$ cat src/rtl/fetch_ctrl_if.sv
// Instruction-memory request/response bundle between fetch_ctrl and imem.
// master: fetch side (drives request). slave: memory side (drives response).
interface fetch_ctrl_if;
   logic        imem_req;
   logic [63:0] imem_addr_F;
   logic        imem_ack;
   logic [31:0] imem_rdata;

   modport master (
      output imem_req,
      output imem_addr_F,
      input  imem_ack,
      input  imem_rdata
   );

   modport slave (
      input  imem_req,
      input  imem_addr_F,
      output imem_ack,
      output imem_rdata
   );
endinterface

$ cat src/rtl/fetch_ctrl.sv
// Fetch-stage sequencer: owns the PC, issues one imem request at a time,
// holds the returned instruction until decode takes it, and applies branch
// redirects, including ones that land while a request is outstanding.
// Optional feature macro: FETCH_PERF_EN adds saturating performance counters
// (perf_fetched, perf_wait, perf_squash).
//
// state | meaning
// ------+-----------------------------------------------------------------
// IDLE  | just out of reset, no request yet
// REQ   | imem_req high, waiting for imem_ack at address pc
// VALID | instr_F/pc_F presented to decode, waiting for acceptance
module fetch_ctrl #(
   parameter logic [63:0] RESET_PC = 64'h0,
   parameter logic [63:0] PC_STEP  = 64'd4
`ifdef FETCH_PERF_EN
   ,
   parameter int          CNT_W    = 32
`endif
) (
   input  logic              clk,
   input  logic              reset,
   input  logic              PCSrc_F,
   input  logic [63:0]       PCBranch_F,
   input  logic              stall_F,
   fetch_ctrl_if.master      imem,
   output logic [31:0]       instr_F,
   output logic              instr_valid_F,
   output logic [63:0]       pc_F
`ifdef FETCH_PERF_EN
   ,
   output logic [CNT_W-1:0]  perf_fetched,
   output logic [CNT_W-1:0]  perf_wait,
   output logic [CNT_W-1:0]  perf_squash
`endif
);

   typedef enum logic [1:0] {
      IDLE  = 2'd0,
      REQ   = 2'd1,
      VALID = 2'd2
   } state_t;

   state_t      state;
   logic [63:0] pc;
   logic [63:0] tgt;
   logic        redir_pend;
   logic        req_q;

   // Address comes straight from the PC register so it is stable for the
   // whole request; the PC only moves on the ack edge or when leaving VALID.
   assign imem.imem_addr_F = pc;
   assign imem.imem_req    = req_q;

   // Main sequencer. A redirect seen during a request is parked in tgt and
   // applied when the ack arrives; a redirect on the ack cycle itself wins.
   always_ff @(posedge clk or negedge reset) begin
      if (!reset) begin
         state         <= IDLE;
         pc            <= RESET_PC;
         tgt           <= '0;
         redir_pend    <= 1'b0;
         req_q         <= 1'b0;
         instr_F       <= '0;
         pc_F          <= '0;
         instr_valid_F <= 1'b0;
      end else begin
         case (state)
            IDLE: begin
               state <= REQ;
               req_q <= 1'b1;
            end
            REQ: begin
               if (imem.imem_ack) begin
                  if (redir_pend || PCSrc_F) begin
                     pc         <= PCSrc_F ? PCBranch_F : tgt;
                     redir_pend <= 1'b0;
                  end else begin
                     instr_F       <= imem.imem_rdata;
                     pc_F          <= pc;
                     instr_valid_F <= 1'b1;
                     req_q         <= 1'b0;
                     state         <= VALID;
                  end
               end else if (PCSrc_F) begin
                  redir_pend <= 1'b1;
                  tgt        <= PCBranch_F;
               end
            end
            VALID: begin
               if (PCSrc_F) begin
                  instr_valid_F <= 1'b0;
                  pc            <= PCBranch_F;
                  req_q         <= 1'b1;
                  state         <= REQ;
               end else if (!stall_F) begin
                  instr_valid_F <= 1'b0;
                  pc            <= pc + PC_STEP;
                  req_q         <= 1'b1;
                  state         <= REQ;
               end
            end
            default: begin
               state <= IDLE;
               req_q <= 1'b0;
            end
         endcase
      end
   end

`ifdef FETCH_PERF_EN
   logic ev_fetched;
   logic ev_wait;
   logic ev_squash;

   assign ev_fetched = (state == VALID) && !stall_F && !PCSrc_F;
   assign ev_wait    = (state == REQ) && !imem.imem_ack;
   assign ev_squash  = ((state == REQ) && imem.imem_ack && (redir_pend || PCSrc_F))
                     || ((state == VALID) && PCSrc_F);

   // Saturating event counters; they stick at all-ones rather than wrap.
   always_ff @(posedge clk or negedge reset) begin
      if (!reset) begin
         perf_fetched <= '0;
         perf_wait    <= '0;
         perf_squash  <= '0;
      end else begin
         if (ev_fetched && !(&perf_fetched)) perf_fetched <= perf_fetched + 1'b1;
         if (ev_wait    && !(&perf_wait))    perf_wait    <= perf_wait + 1'b1;
         if (ev_squash  && !(&perf_squash))  perf_squash  <= perf_squash + 1'b1;
      end
   end
`endif

endmodule

$ cat src/flat_wrapper.sv
// flat-port wrapper written by rule: the top's interface ports become plain ports
module fetch_ctrl_flat 
#(
   parameter logic [63:0] RESET_PC = 64'h0,
   parameter logic [63:0] PC_STEP  = 64'd4

)
  (clk, reset, PCSrc_F, PCBranch_F, stall_F, instr_F, instr_valid_F, pc_F, imem_imem_req, imem_imem_addr_F, imem_imem_ack, imem_imem_rdata);
  fetch_ctrl_if imem_i ();
  input  logic clk;
  input  logic reset;
  input  logic PCSrc_F;
  input  logic [63:0] PCBranch_F;
  input  logic stall_F;
  output logic [31:0] instr_F;
  output logic instr_valid_F;
  output logic [63:0] pc_F;
  output wire logic [$bits(imem_i.imem_req)-1:0] imem_imem_req;
  output wire logic [$bits(imem_i.imem_addr_F)-1:0] imem_imem_addr_F;
  input wire logic [$bits(imem_i.imem_ack)-1:0] imem_imem_ack;
  input wire logic [$bits(imem_i.imem_rdata)-1:0] imem_imem_rdata;
  assign imem_imem_req = imem_i.imem_req;
  assign imem_imem_addr_F = imem_i.imem_addr_F;
  assign imem_i.imem_ack = imem_imem_ack;
  assign imem_i.imem_rdata = imem_imem_rdata;
  fetch_ctrl #(.RESET_PC(RESET_PC), .PC_STEP(PC_STEP)) u_core (.clk(clk), .reset(reset), .PCSrc_F(PCSrc_F), .PCBranch_F(PCBranch_F), .stall_F(stall_F), .imem(imem_i), .instr_F(instr_F), .instr_valid_F(instr_valid_F), .pc_F(pc_F));
endmodule
$ cat config.mk
export PLATFORM = sky130hd
export DESIGN_NAME = fetch_ctrl_flat
export DESIGN_NICKNAME = d
export VERILOG_FILES = /design/src/rtl/fetch_ctrl_if.sv /design/src/rtl/fetch_ctrl.sv /design/src/flat_wrapper.sv
export SDC_FILE = /design/constraint.sdc
export NUM_CORES = 1
export LEC_CHECK = 0
export CAP_MARGIN = 20
export CORE_MARGIN = 5
export CORE_UTILIZATION = 51
export DETAILED_ROUTE_END_ITERATION = 6
export PLACE_DENSITY_LB_ADDON = 0.25
export SETUP_SLACK_MARGIN = 0.05
export SKIP_CTS_REPAIR_TIMING = 1
export SYNTH_ARGS = -nofsm -noshare
export SYNTH_HDL_FRONTEND = slang
export SYNTH_SLANG_ARGS = --single-unit
export TNS_END_PERCENT = 30
$ cat constraint.sdc
create_clock -name clk -period 2.2 [get_ports clk]
set_input_delay 0.22 -clock clk [delete_from_list [all_inputs] [get_ports clk]]
set_output_delay 0.22 -clock clk [all_outputs]
set_load 0.005 [all_outputs]
==> results.cfg <==
[synth]
ys_seq_area_share_pct = 50.3
synth_top_area_share_pct = 50.3
synthesis.area_um2 = 11300
netlist_instances = 1071
ys_seq_elements = 228
ys_top_cells_by_area = dfrtp_1, mux2_2, nand2_1
synth_edf_count = 0
yosysMostFrequentCell = dfrtp_1
yosys-top-cells-count = dfrtp_1, mux2_2, nand2_1
synthArstFlopShare_pct = 100
ys_types = 67
syn-num-nets = 1173
synth_ff_type = dfrtp_1
synth_area_leader_cell = dfrtp_1
avgSynthCellArea_um2 = 10.6
yosysWarningCount = 0

[drt]
wl_um = 36600
ant_nets = 0
drt_first_iter_violations = 1015
wl_per_cell_um = 21.4
vias = 10400
first_pass_iters = 5
drc_errors = 0
viasPerCell = 6.07

[sta]
fmax_ghz = 0.466
fin_crit_sh_pct = 97.6
setup_viol = 0
rsz0062_at_grt = yes
holdWs_ns = 0.139
slew_headroom_pct = 62.0
tightestPinTransition_ns = 0.569
fin_worst_skew_ns = 0.00700
hold_viol = 0
post-route-min-period_ns = 2.15
drv_slew = 0

[cts]
cts_buffers = 25
htree_levels = 1
cts_sinks = 228
cts.path.max_buffers = 3
insertion_delay_ns = 0.51
path_clk_slew_ns = 0.06
tritoncts = built
root_buffer = clkbuf_16

[setup_path]
crit_fanout = 5
cp_slowest_stage_delay_ns = 0.46
crit_type = flip-flop to flip-flop
worst-endpoint-required_ns = 2.59
path_cells = ha_1 -> nand3_1 -> or3_4 -> nor2_1 -> nand3_1 -> o311ai_0
cpMaxStageDelayCell = or3_4
endpoint_kind = flip-flop
start_kind = flip-flop
crit_top_cell = nand3_1
crit_arrival_ns = 2.54
cpLargestDelayFamily = simple AND/OR/NAND/NOR gates
worst-path-buf-inv = 0

[cells_and_area]
layout.nets = 1512
fin_area_um2 = 15900
stdcell_count = 1706
layout-area-overhead-vs-synth_pct = 40.7
drive_gt1_share_pct = 24.4
antennaDiodeCount = 0

[floorplanning]
ioPinCount = 263
num_rows = 54
core_area_um2 = 21800
start_util_pct = 51.9
dieArea_um2 = 25300
die_w_um = 159
die_h_um = 159

[worst_hold_path]
hold_class = primary input to flip-flop

[power]
p_leak_nw = 6.65
fin_total_pwr_mw = 20.3
ir_drop_uv = 905
power_per_cell_area_nw_per_um2 = 1270

[flow_run]
cap_violations = 0

[place]
gp_congestion = 0.916
place_area_um2 = 15100
port_buffers = 262
dp_cells = 1659
hpwl_um = 26300

[grt]
grt_max_degree = 89
antenna_found_initial = 0
grt_pass1_wl_um = 57300
grt.overflow.total = 0
grt_use_total_pct = 27.6
first_global_vias = 9952

[run_status]
status = completed
[metrics by stage]
| stage | util (%) | TNS [ns] | setup slack (ns) |
|---|---|---|---|
| floorplan | - | 0 | 0.147 |
| global placement | 69.0 | -0.0728 | -0.0413 |
| detailed placement | 69.0 | -0.329 | -0.0915 |
| CTS | 72.8 | 0 | 0.0681 |
| global route | 73.1 | -0.0363 | -0.0231 |
| finish | 73.1 | 0 | 0.0519 |
[power by group]
part           internal (mW)  leakage [nW]  switching, mW
registers               6.10          2.77           1.35
clock network           2.54         0.414           1.68
logic                   5.09          3.47           3.55
[worst min-delay path, delay by kind of cell]
kind / cells / cell delay [ns]
buf+inv: 1 / 0.19
compound gates: 1 / 0.12
simple gates: 1 / 0.08
[cell usage in the layout (no fill, tap or decap), types with 14 or more instances in the layout]
cell type / netlist / layout
buf_12: 0 / 14
or4_1: 14 / 14
nor2_1: 36 / 35
buf_4: 2 / 112
a21oi_1: 62 / 62
and3_1: 22 / 22
clkdlybuf4s50_1: 0 / 260
clkbuf_16: 0 / 25
nand4_1: 34 / 34
nand3_1: 53 / 53
mux2_2: 154 / 154
o21ai_0: 70 / 69
dfrtp_1: 228 / 227
nor4_1: 16 / 16
nand2_1: 118 / 117
[metal layers]
metal	track usage (%)	wire (µm)	vias up
met5	0	0	-
met4	6.59	845	0
met1	40.6	16000	5063
met3	6.06	3220	64
li1	-	-	4675
met2	42.0	16500	559
[kinds of logic (layout without fill, tap and decap cells)]
logic type,count (synthesis),count (layout),synth area share (%)
adders and majority gates,1,1,0.110
xor gates and xnor gates,1,1,0.0773
AOI/OAI and AO/OA,229,229,12.9
muxes,156,156,15.5
and+or+nand+nor,364,364,17.3
buffers and inverters,92,447,3.86
DFF,228,228,50.3
[area by class of cell]
type                            count  area (µm²)
Clock buffer                       35         733
Clock inverter                      8        93.8
Fill cell                        1522        5870
Inverter                           14        52.6
Multi-Input combinational cell    751        5250
Sequential cell                   228        5710
Tap cell                          280         350
Timing Repair Buffer              390        3760
[sequential cells by signal, summed over array words and instances, names as in the netlist]
register,cells
u_core.tgt,64
u_core.imem.imem_addr_F,64
u_core.instr_valid_F,1
u_core.state,2
u_core.instr_F,32
u_core.pc_F,64
u_core.redir_pend,1
[final timing paths]
kind	startpoint	slack [ns]	endpoint	cells after the start
min in group asynchronous	reset	0.23	u_core.pc_F[47]	2
min	PCSrc_F	0.14	u_core.redir_pend	3
max reg2reg	u_core.imem.imem_addr_F[2]	0.05	u_core.imem.imem_addr_F[58]	6
min reg2reg	u_core.pc_F[24]	0.48	u_core.pc_F[24]	2
max in group asynchronous	reset	1.24	u_core.imem.imem_addr_F[27]	3
max	u_core.imem.imem_addr_F[2]	0.05	u_core.imem.imem_addr_F[58]	6
No activity file was read; power rests on OpenSTA's default activity.
==> patch (same settings) <==
Encoding of `state_t`: now one-hot (3 bits for 3 states).
--- a/src/rtl/fetch_ctrl.sv
+++ b/src/rtl/fetch_ctrl.sv
@@ -34,10 +34,10 @@
 `endif
 );
 
-   typedef enum logic [1:0] {
-      IDLE  = 2'd0,
-      REQ   = 2'd1,
-      VALID = 2'd2
+   typedef enum logic [2:0] {
+      IDLE  = 3'b001,
+      REQ   = 3'b010,
+      VALID = 3'b100
    } state_t;
 
    state_t      state;
Check against the original RTL: same outputs for any inputs over 4 cycles, from zero or initial values and one cycle with reset low; so few cycles prove little.
==> patch against the original RTL <==
  * Global-route usage is 0.19 points higher
  * Sequential share of layout area grew 0.30 points
  * Final area fell by 0.31%
  * Total power fell by 1.1%
  * Synthesized cell count down 1.0%
  * Critical path type unchanged
  * Sequential cell count is 1 higher
  * Combinational power fell by 3.1%
  * Worst setup slack improved by 0.052 ns
  * Area after synthesis is 0.76% lower
  * Sequential power up 2%
  * Clock skew grew 0.0074 ns
  * Worst hold slack better by 0.11 ns
  * Critical endpoint is now u_core.imem.imem_addr_F[27]
  * Wire length decreased by 2.7%
==> patch: results (changes against the original RTL) <==
* Post-DP HPWL at 25900 um (was 26300 um)
* Rel. slew slack at 62.5% (was 62.0%)
* Setup WS pre-CTS at -0.123 ns (was -0.0915 ns)
* CP max FO at 6 (was 5)
* First-pass GRT wire length at 55500 um (was 57300 um)
* Post-Syn Nets at 1162 (was 1173)
* Register area share after synthesis at 51.0% (was 50.3%)
* M3 GR Usage at 5.38% (was 6.06%)
* Gr usage total at 27.8% (was 27.6%)
* Hold/Removal Path Class: input port to async pin (was input port to flip-flop)
* Via/cell ratio at 6.03 (was 6.07)
* Fin nets at 1503 (was 1512)
* Ranking of synthesized cells by area: dfrtp_1 (51%), mux2_2 (15%), nand2_1 (3.7%), o21ai_0 (3.6%), a21oi_1 (2.7%) (was dfrtp_1 (50%), mux2_2 (15%), nand2_1 (3.9%), o21ai_0 (3.1%), a21oi_1 (2.7%))
* Met1 Use GR at 38.6% (was 40.6%)
* Area after DPL at 0.0150 mm2 (was 0.0151 mm2)
* Cell Count, Final, Fillers Out at 1697 (was 1706)
* Outcome: finished, final reports clean (unchanged)
* DR WL met3 at 3370 um (was 3220 um)
* Worst Skew at 0.0144 ns (was 0.00700 ns)
* Met2 usage at 44.7% (was 42.0%)
* Largest net degree at the start of global routing at 109 (was 89)
* Number of DRC markers in iteration 0 at 838 (was 1015)
* Count of different cell masters after synthesis at 70 (was 67)
* CP arrival at 2.49 ns (was 2.54 ns)
* CP max-delay cell: or4_1 (was or3_4)
* Leakage at 6.71 nW (was 6.65 nW)
* GP Congestion at 0.938 (was 0.916)
* Wire length on met1 at 14500 um (was 16000 um)
* Routed wire length per instance at 21.0 um (was 21.4 um)
[patch: layout make-up]
| type | instances | area, um2 |
|---|---|---|
| Clock buffer | 34 | 729 |
| Clock inverter | 9 | 72.6 |
| Fill cell | 1564 | 5860 |
| Inverter | 16 | 60.1 |
| Multi-Input combinational cell | 741 | 5270 |
| Sequential cell | 229 | 5740 |
| Tap cell | 280 | 350 |
| Timing Repair Buffer | 388 | 3680 |
[patch: kinds of logic after synthesis]
kind of cell               count (synthesis)  share of synthesized area [%]
buffers and inverters                     90                           3.24
xor gates and xnor gates                   1                         0.0779
AOI/OAI and AO/OA                        250                           14.1
muxes                                    152                           15.2
adders and majority gates                  1                          0.111
and+or+nand+nor                          337                           16.3
DFF                                      229                           51.0
[patch: power groups by stage]
| stage | Sequential, W | Clock (W) | Combinational, W |
|---|---|---|---|
| floorplan | 0.00771 | 0 | 0.00307 |
| global placement | 0.00752 | 0 | 0.00817 |
| detailed placement | 0.00765 | 0 | 0.00835 |
| CTS | 0.00759 | 0.00418 | 0.00839 |
| global route | 0.00789 | 0.00435 | 0.00906 |
| finish | 0.00762 | 0.00409 | 0.00837 |
[patch: path summary, 6_finish.rpt]
| kind | from | to | slack [ns] | cells after the start |
|---|---|---|---|---|
| max | u_core.imem.imem_addr_F[5] | u_core.imem.imem_addr_F[27] | 0.10 | 5 |
| min | reset | u_core.pc_F[25] | 0.25 | 2 |
| max reg2reg | u_core.imem.imem_addr_F[5] | u_core.imem.imem_addr_F[27] | 0.10 | 5 |
| min reg2reg | u_core.pc_F[6] | u_core.pc_F[6] | 0.48 | 2 |
| max in group asynchronous | reset | u_core.imem.imem_addr_F[3] | 1.17 | 3 |
| min in group clk | imem_imem_rdata[31] | u_core.instr_F[31] | 0.31 | 2 |
